`src/rtl/mdu_pkg.sv`:
```
// mdu_pkg: shared definitions for the multiply/divide sequencer.
// Holds operation encodings, FSM state type and iteration count.
package mdu_pkg;

  localparam logic [1:0] OP_MULT  = 2'b00;
  localparam logic [1:0] OP_MULTU = 2'b01;
  localparam logic [1:0] OP_DIV   = 2'b10;
  localparam logic [1:0] OP_DIVU  = 2'b11;

  localparam int unsigned ITER_COUNT = 32;

  typedef enum logic [1:0] {
    ST_IDLE = 2'b00,
    ST_RUN  = 2'b01,
    ST_FIX  = 2'b10,
    ST_DONE = 2'b11
  } state_t;

endpackage

```
`src/rtl/mdu_step_core.sv`:
```
// mdu_step_core: one radix-2 iteration of the sequencer datapath.
// Multiply: shift-add on {acc_hi, acc_lo} with the multiplier in acc_lo.
// Divide: restoring shift-subtract, remainder in acc_hi, quotient shifts into acc_lo.
module mdu_step_core
  import mdu_pkg::*;
#(
  parameter int WIDTH = 32
) (
  input  logic             is_div,
  input  logic [WIDTH-1:0] acc_hi,
  input  logic [WIDTH-1:0] acc_lo,
  input  logic [WIDTH-1:0] operand,
  output logic [WIDTH-1:0] next_hi,
  output logic [WIDTH-1:0] next_lo
);

  logic [WIDTH:0] sum;
  logic [WIDTH:0] rem;
  logic [WIDTH:0] diff;

  // Single iteration: add-then-shift-right for multiply, shift-left-then-trial-subtract for divide.
  always_comb begin
    sum  = {1'b0, acc_hi} + (acc_lo[0] ? {1'b0, operand} : '0);
    rem  = {acc_hi, acc_lo[WIDTH-1]};
    diff = rem - {1'b0, operand};
    if (is_div) begin
      if (rem >= {1'b0, operand}) begin
        next_hi = diff[WIDTH-1:0];
        next_lo = {acc_lo[WIDTH-2:0], 1'b1};
      end else begin
        next_hi = rem[WIDTH-1:0];
        next_lo = {acc_lo[WIDTH-2:0], 1'b0};
      end
    end else begin
      next_hi = sum[WIDTH:1];
      next_lo = {sum[0], acc_lo[WIDTH-1:1]};
    end
  end

endmodule

```
`src/rtl/mult_div_sequencer.sv`:
```
// mult_div_sequencer: 32-iteration sequential multiply/divide unit with HI/LO registers.
// Optional macro MDU_DIV_ZERO_TRAP_EN adds dz_err and suppresses the HI/LO write on divide by zero.
// busy/done are registered from the current state, so they trail the FSM by one edge.
module mult_div_sequencer
  import mdu_pkg::*;
#(
  parameter int WIDTH = 32
) (
  input  logic             clk,
  input  logic             rst_n,
  input  logic             start,
  input  logic [1:0]       op,
  input  logic [WIDTH-1:0] rs_val,
  input  logic [WIDTH-1:0] rt_val,
  input  logic             mthi,
  input  logic             mtlo,
  input  logic [WIDTH-1:0] wdata,
  output logic             busy,
  output logic             done,
`ifdef MDU_DIV_ZERO_TRAP_EN
  output logic             dz_err,
`endif
  output logic [WIDTH-1:0] hi,
  output logic [WIDTH-1:0] lo
);

  localparam logic [5:0] LAST_ITER = 6'(ITER_COUNT - 1);

  state_t             state;
  logic [5:0]         cnt;
  logic               is_div_q;
  logic               neg_res;
  logic               neg_rem;
  logic               div_zero;
  logic [WIDTH-1:0]   acc_hi;
  logic [WIDTH-1:0]   acc_lo;
  logic [WIDTH-1:0]   divisor;

  logic               signed_in;
  logic               is_div_in;
  logic [WIDTH-1:0]   rs_mag;
  logic [WIDTH-1:0]   rt_mag;
  logic [WIDTH-1:0]   step_hi;
  logic [WIDTH-1:0]   step_lo;
  logic [2*WIDTH-1:0] prod_fix;
  logic [WIDTH-1:0]   quo_fix;
  logic [WIDTH-1:0]   rem_fix;

  // Operand magnitudes and sign-corrected results.
  always_comb begin
    signed_in = (op == OP_MULT) || (op == OP_DIV);
    is_div_in = (op == OP_DIV) || (op == OP_DIVU);
    rs_mag    = (signed_in && rs_val[WIDTH-1]) ? -rs_val : rs_val;
    rt_mag    = (signed_in && rt_val[WIDTH-1]) ? -rt_val : rt_val;
    prod_fix  = neg_res ? -{acc_hi, acc_lo} : {acc_hi, acc_lo};
    quo_fix   = neg_res ? -acc_lo : acc_lo;
    rem_fix   = neg_rem ? -acc_hi : acc_hi;
  end

  mdu_step_core #(
    .WIDTH(WIDTH)
  ) u_step (
    .is_div (is_div_q),
    .acc_hi (acc_hi),
    .acc_lo (acc_lo),
    .operand(divisor),
    .next_hi(step_hi),
    .next_lo(step_lo)
  );

  // Sequencer FSM, iteration counter and architectural HI/LO.
  always_ff @(posedge clk) begin
    if (!rst_n) begin
      state    <= ST_IDLE;
      cnt      <= '0;
      busy     <= 1'b0;
      done     <= 1'b0;
`ifdef MDU_DIV_ZERO_TRAP_EN
      dz_err   <= 1'b0;
`endif
      hi       <= '0;
      lo       <= '0;
      is_div_q <= 1'b0;
      neg_res  <= 1'b0;
      neg_rem  <= 1'b0;
      div_zero <= 1'b0;
      acc_hi   <= '0;
      acc_lo   <= '0;
      divisor  <= '0;
    end else begin
      busy <= (state != ST_IDLE);
      done <= (state == ST_DONE);
`ifdef MDU_DIV_ZERO_TRAP_EN
      dz_err <= (state == ST_DONE) && div_zero;
`endif
      case (state)
        ST_IDLE: begin
          if (start && !busy) begin
            is_div_q <= is_div_in;
            neg_res  <= signed_in && (rs_val[WIDTH-1] ^ rt_val[WIDTH-1]);
            neg_rem  <= (op == OP_DIV) && rs_val[WIDTH-1];
            div_zero <= is_div_in && (rt_val == '0);
            acc_hi   <= '0;
            acc_lo   <= rs_mag;
            divisor  <= rt_mag;
            cnt      <= '0;
            state    <= ST_RUN;
          end else if (!busy) begin
            if (mthi) hi <= wdata;
            if (mtlo) lo <= wdata;
          end
        end
        ST_RUN: begin
          acc_hi <= step_hi;
          acc_lo <= step_lo;
          if (cnt == LAST_ITER) begin
            cnt   <= '0;
            state <= ST_FIX;
          end else begin
            cnt <= cnt + 6'd1;
          end
        end
        ST_FIX: begin
          // With a zero divisor the restoring loop leaves |rs| in acc_hi and all ones
          // in acc_lo, so rem_fix reproduces rs_val exactly.
          if (div_zero) begin
`ifndef MDU_DIV_ZERO_TRAP_EN
            hi <= rem_fix;
            lo <= '1;
`endif
          end else if (is_div_q) begin
            hi <= rem_fix;
            lo <= quo_fix;
          end else begin
            hi <= prod_fix[2*WIDTH-1:WIDTH];
            lo <= prod_fix[WIDTH-1:0];
          end
          state <= ST_DONE;
        end
        ST_DONE: state <= ST_IDLE;
        default: state <= ST_IDLE;
      endcase
    end
  end

endmodule

```
`config.mk`:
```
export PLATFORM = sky130hd
export DESIGN_NAME = mult_div_sequencer
export DESIGN_NICKNAME = d
export VERILOG_FILES = /design/src/rtl/mdu_pkg.sv /design/src/rtl/mdu_step_core.sv /design/src/rtl/mult_div_sequencer.sv
export SDC_FILE = /design/constraint.sdc
export NUM_CORES = 1
export LEC_CHECK = 0
export CAP_MARGIN = 20
export CORE_ASPECT_RATIO = 0.8
export CORE_MARGIN = 1
export CORE_UTILIZATION = 45
export CTS_CLUSTER_DIAMETER = 100
export DETAILED_ROUTE_END_ITERATION = 8
export PLACE_DENSITY = 0.69
export RECOVER_POWER = 100
export SYNTH_ARGS = -nofsm -noshare
export SYNTH_HDL_FRONTEND = slang
export SYNTH_SLANG_ARGS = --single-unit
```
`constraint.sdc`:
```
create_clock -name clk -period 3.1 [get_ports clk]
set_input_delay 0.93 -clock clk [delete_from_list [all_inputs] [get_ports clk]]
set_output_delay 0.93 -clock clk [all_outputs]
set_load 0.1 [all_outputs]
```
==> flow_summary.ini <==
[status]
run_status = finished, final reports clean

[timing]
rsz0062_at_grt = true
tightest_slew_ps = 1300
setup_violations = 0
hold_viol = 0
post-route-period-util_pct = 99.80
skew_ps = 8.756
fmax_ghz = 0.3232
slew_headroom_pct = 13.37
period_minus_slack_ps = 3094
drv_slew = 0

[drt]
vias = 16060
wl_met3_um = 5115
wl_met1_um = 25860
top_layer = met5
drtIter0Drc = 1517
via_per_inst = 5.972
ant_nets = 0
wl_met2_um = 22360
post-route-drc-count = 0
wl_per_cell_um = 20.11
drtPass1Iterations = 8
wirelength_um = 54100

[yosys]
yosys_warnings = 0
ys_top_cells_by_area = dfxtp_1 (24%), ha_1 (6.2%), xnor2_1 (6.0%)
synth_fp_nets = 2092
synth_top_cell_by_area = dfxtp_1
async_reset_ff_share_pct = 0
yosysUniqueCellTypes = 94
yosysTopAreaCellShare_pct = 23.64
seq_area_frac_synth_pct = 23.64
ys_ff_latch = 174
avgSynthCellArea_um2 = 7.699
synthFlopType = dfxtp_1
syn-instance-count = 1914
synth_area_um2 = 14740
synth_edf_count = 0

[run]
maxCapViolCount = 0

[worst_setup_path]
worstReg2RegEnd = acc_hi[30]
cp-endpoint = acc_hi[30]
setup.worst_path.start = divisor[0]
cp_data_required_time_ps = 3460
reg2reg_from = divisor[0]
cp_max_fo = 3
r2r_setup_slack_ps = 6
start_kind = flip-flop
worstSetupEndpointType = flip-flop
critical_path_class = flip-flop to flip-flop
reg2reg_depth = 14
crit_arrival_ps = 3450

[placed_design]
dpl.hpwl_um = 42010
io_buffer_count = 168
placed_area_um2 = 18290
place_congestion = 0.9757

[global_routing]
first_global_vias = 14480
grt_pass1_wl_um = 82090
grt_use_total_pct = 31.40
grt_max_degree = 110
grt-ovfl-total = 0
antenna_found_initial = 1

[clocking]
cts.htree.levels = 4
numCtsBuffers = 17
numClockSinks = 174
max-clock-path-buffers = 2
cts_tree = yes
cts_hold_buffers = 0
clkLatencyLatePin_ps = 450
clk_pin_slew_ps = 80
root_buffer = clkbuf_16

[layout]
nNetsFinal = 2435
drive_above_1_share_pct = 19.65
fin_util_pct = 60.50
design_area_um2 = 19230
diodes = 0
syn2layout_area_growth_pct = 30.51

[die]
start_util_pct = 46.36
dieArea_um2 = 33480
io_pins = 169
die_y_um = 163.9
fp.dieW_um = 204.3
coreArea_um2 = 31790
rows = 58

[power_and_ir_drop]
vdd_drop_max_mv = 0.4847
pwr_density_cell_nw_per_um2 = 841.3
power_leakage_nw = 7.951

[min_path]
whs_path_depth = 2
hold_path.class = flip-flop to flip-flop
## worst max-delay path: stages, from the launching register on
cell and delay, ps:
dfxtp_2 340, buf_6 100, ha_4 120, inv_1 50, fa_2 380, a211oi_4 290
o311a_1 260, o21ai_2 90, a41oi_2 290, buf_4 180, o211ai_4 100, a32o_2 270
and2_1 150, o2111a_1 230, a211oi_2 150
## where the power goes
part / internal, W / switching, W
Clock: 0.00122 / 0.00110
Sequential: 0.00285 / 0.000511
Combinational: 0.00360 / 0.00690
Total: 0.00766 / 0.00851
## cells in the final DEF (no fill, tap or decap), types with 9 or more instances in the layout
master	netlist	routed
a211oi_1	21	18
xor2_1	66	65
nor2b_1	27	27
o21ai_0	115	111
a22oi_1	11	11
o221ai_1	27	27
o21a_1	17	17
o21ai_1	16	15
nand2b_1	11	9
xnor2_1	101	101
o21bai_1	14	13
o31ai_1	22	18
o211ai_1	35	35
clkbuf_1	97	71
inv_1	70	65
nand3_1	42	41
a21boi_0	50	50
and2_1	13	10
a21o_1	26	26
o211a_1	25	25
o41ai_1	8	9
clkbuf_16	0	18
mux2i_1	68	67
nand4_1	21	22
nand2_1	235	235
clkdlybuf4s50_1	0	97
a31oi_1	19	18
nor3_1	37	37
nor4_1	12	12
buf_4	3	264
a21oi_1	122	114
ha_1	73	61
dfxtp_1	174	168
nor2_1	132	125
## through the flow
step	setup slack, ps	total power [W]	hold WS [ps]	setup TNS (ps)	std cells
floorplan	22.18	0.01020	441.0	0	1914
global placement	-390.6	0.01344	445.4	-6777	2630
detailed placement	-402.7	0.01354	454.3	-9089	2630
CTS	-28.47	0.01606	467.7	-28.47	2669
global route	-60.04	0.01703	481.2	-529.4	2690
finish	6.120	0.01618	462.8	0	2690
## worst min path at each step
stage	from	to
floorplan	divisor[31]	divisor[31]
global placement	lo[24]	lo[24]
detailed placement	lo[24]	lo[24]
CTS	hi[0]	hi[0]
global route	lo[24]	lo[24]
finish	hi[0]	hi[0]
## cell families (layout without fill, tap and decap cells)
| group | after synthesis | after routing | synth area share [%] |
|---|---|---|---|
| muxes | 74 | 74 | 5.078 |
| DFF | 174 | 174 | 23.64 |
| and+or+nand+nor | 615 | 615 | 20.81 |
| AOI/OAI and AO/OA | 608 | 608 | 28.55 |
| buffers and inverters | 201 | 557 | 5.528 |
| adders and majority gates | 75 | 75 | 6.470 |
| xor gates and xnor gates | 167 | 167 | 9.926 |
## metal layers
metal  global-route usage (%)  vias up
met3                    4.940       58
met2                    45.76      725
met1                    47.93     7651
met4                    6.275        2
met5                        0        -
li1                         -     7628
## area by class of cell
cell class	count	area, um2
tap	420	525.5
clock inverter	15	181.4
inverter	70	277.8
timing repair buffer	455	3516
sequential	174	3491
multi-input combinational	1539	10810
clock buffer	17	425.4
fill	2936	12550
## synth_stat cells (11+ instances only)
cell,number
nand2_1,235
dfxtp_1,174
nor2_1,132
a21oi_1,122
o21ai_0,115
xnor2_1,101
clkbuf_1,97
ha_1,73
inv_1,70
mux2i_1,68
xor2_1,66
a21boi_0,50
nand3_1,42
nor3_1,37
o211ai_1,35
nor2b_1,27
o221ai_1,27
a21o_1,26
o211a_1,25
o31ai_1,22
a211oi_1,21
nand4_1,21
a31oi_1,19
o21a_1,17
o21ai_1,16
buf_2,15
o21bai_1,14
and2_1,13
buf_1,12
nor4_1,12
a22oi_1,11
nand2b_1,11
## timing repair
action / in CTS / in global routing
setup endpoints to repair: 22 / 31
setup buffers: 7 / 21
resized for setup: 34 / 73
gates cloned: 0 / 1
pin swaps: 14 / 51
## sequential cells by signal, indices dropped and copies added (netlist names), 2 cells and up
signal   cells
acc_lo      32
divisor     32
acc_hi      32
lo          32
hi          32
cnt          6
state        2
Power figures use the tool's default switching activity.
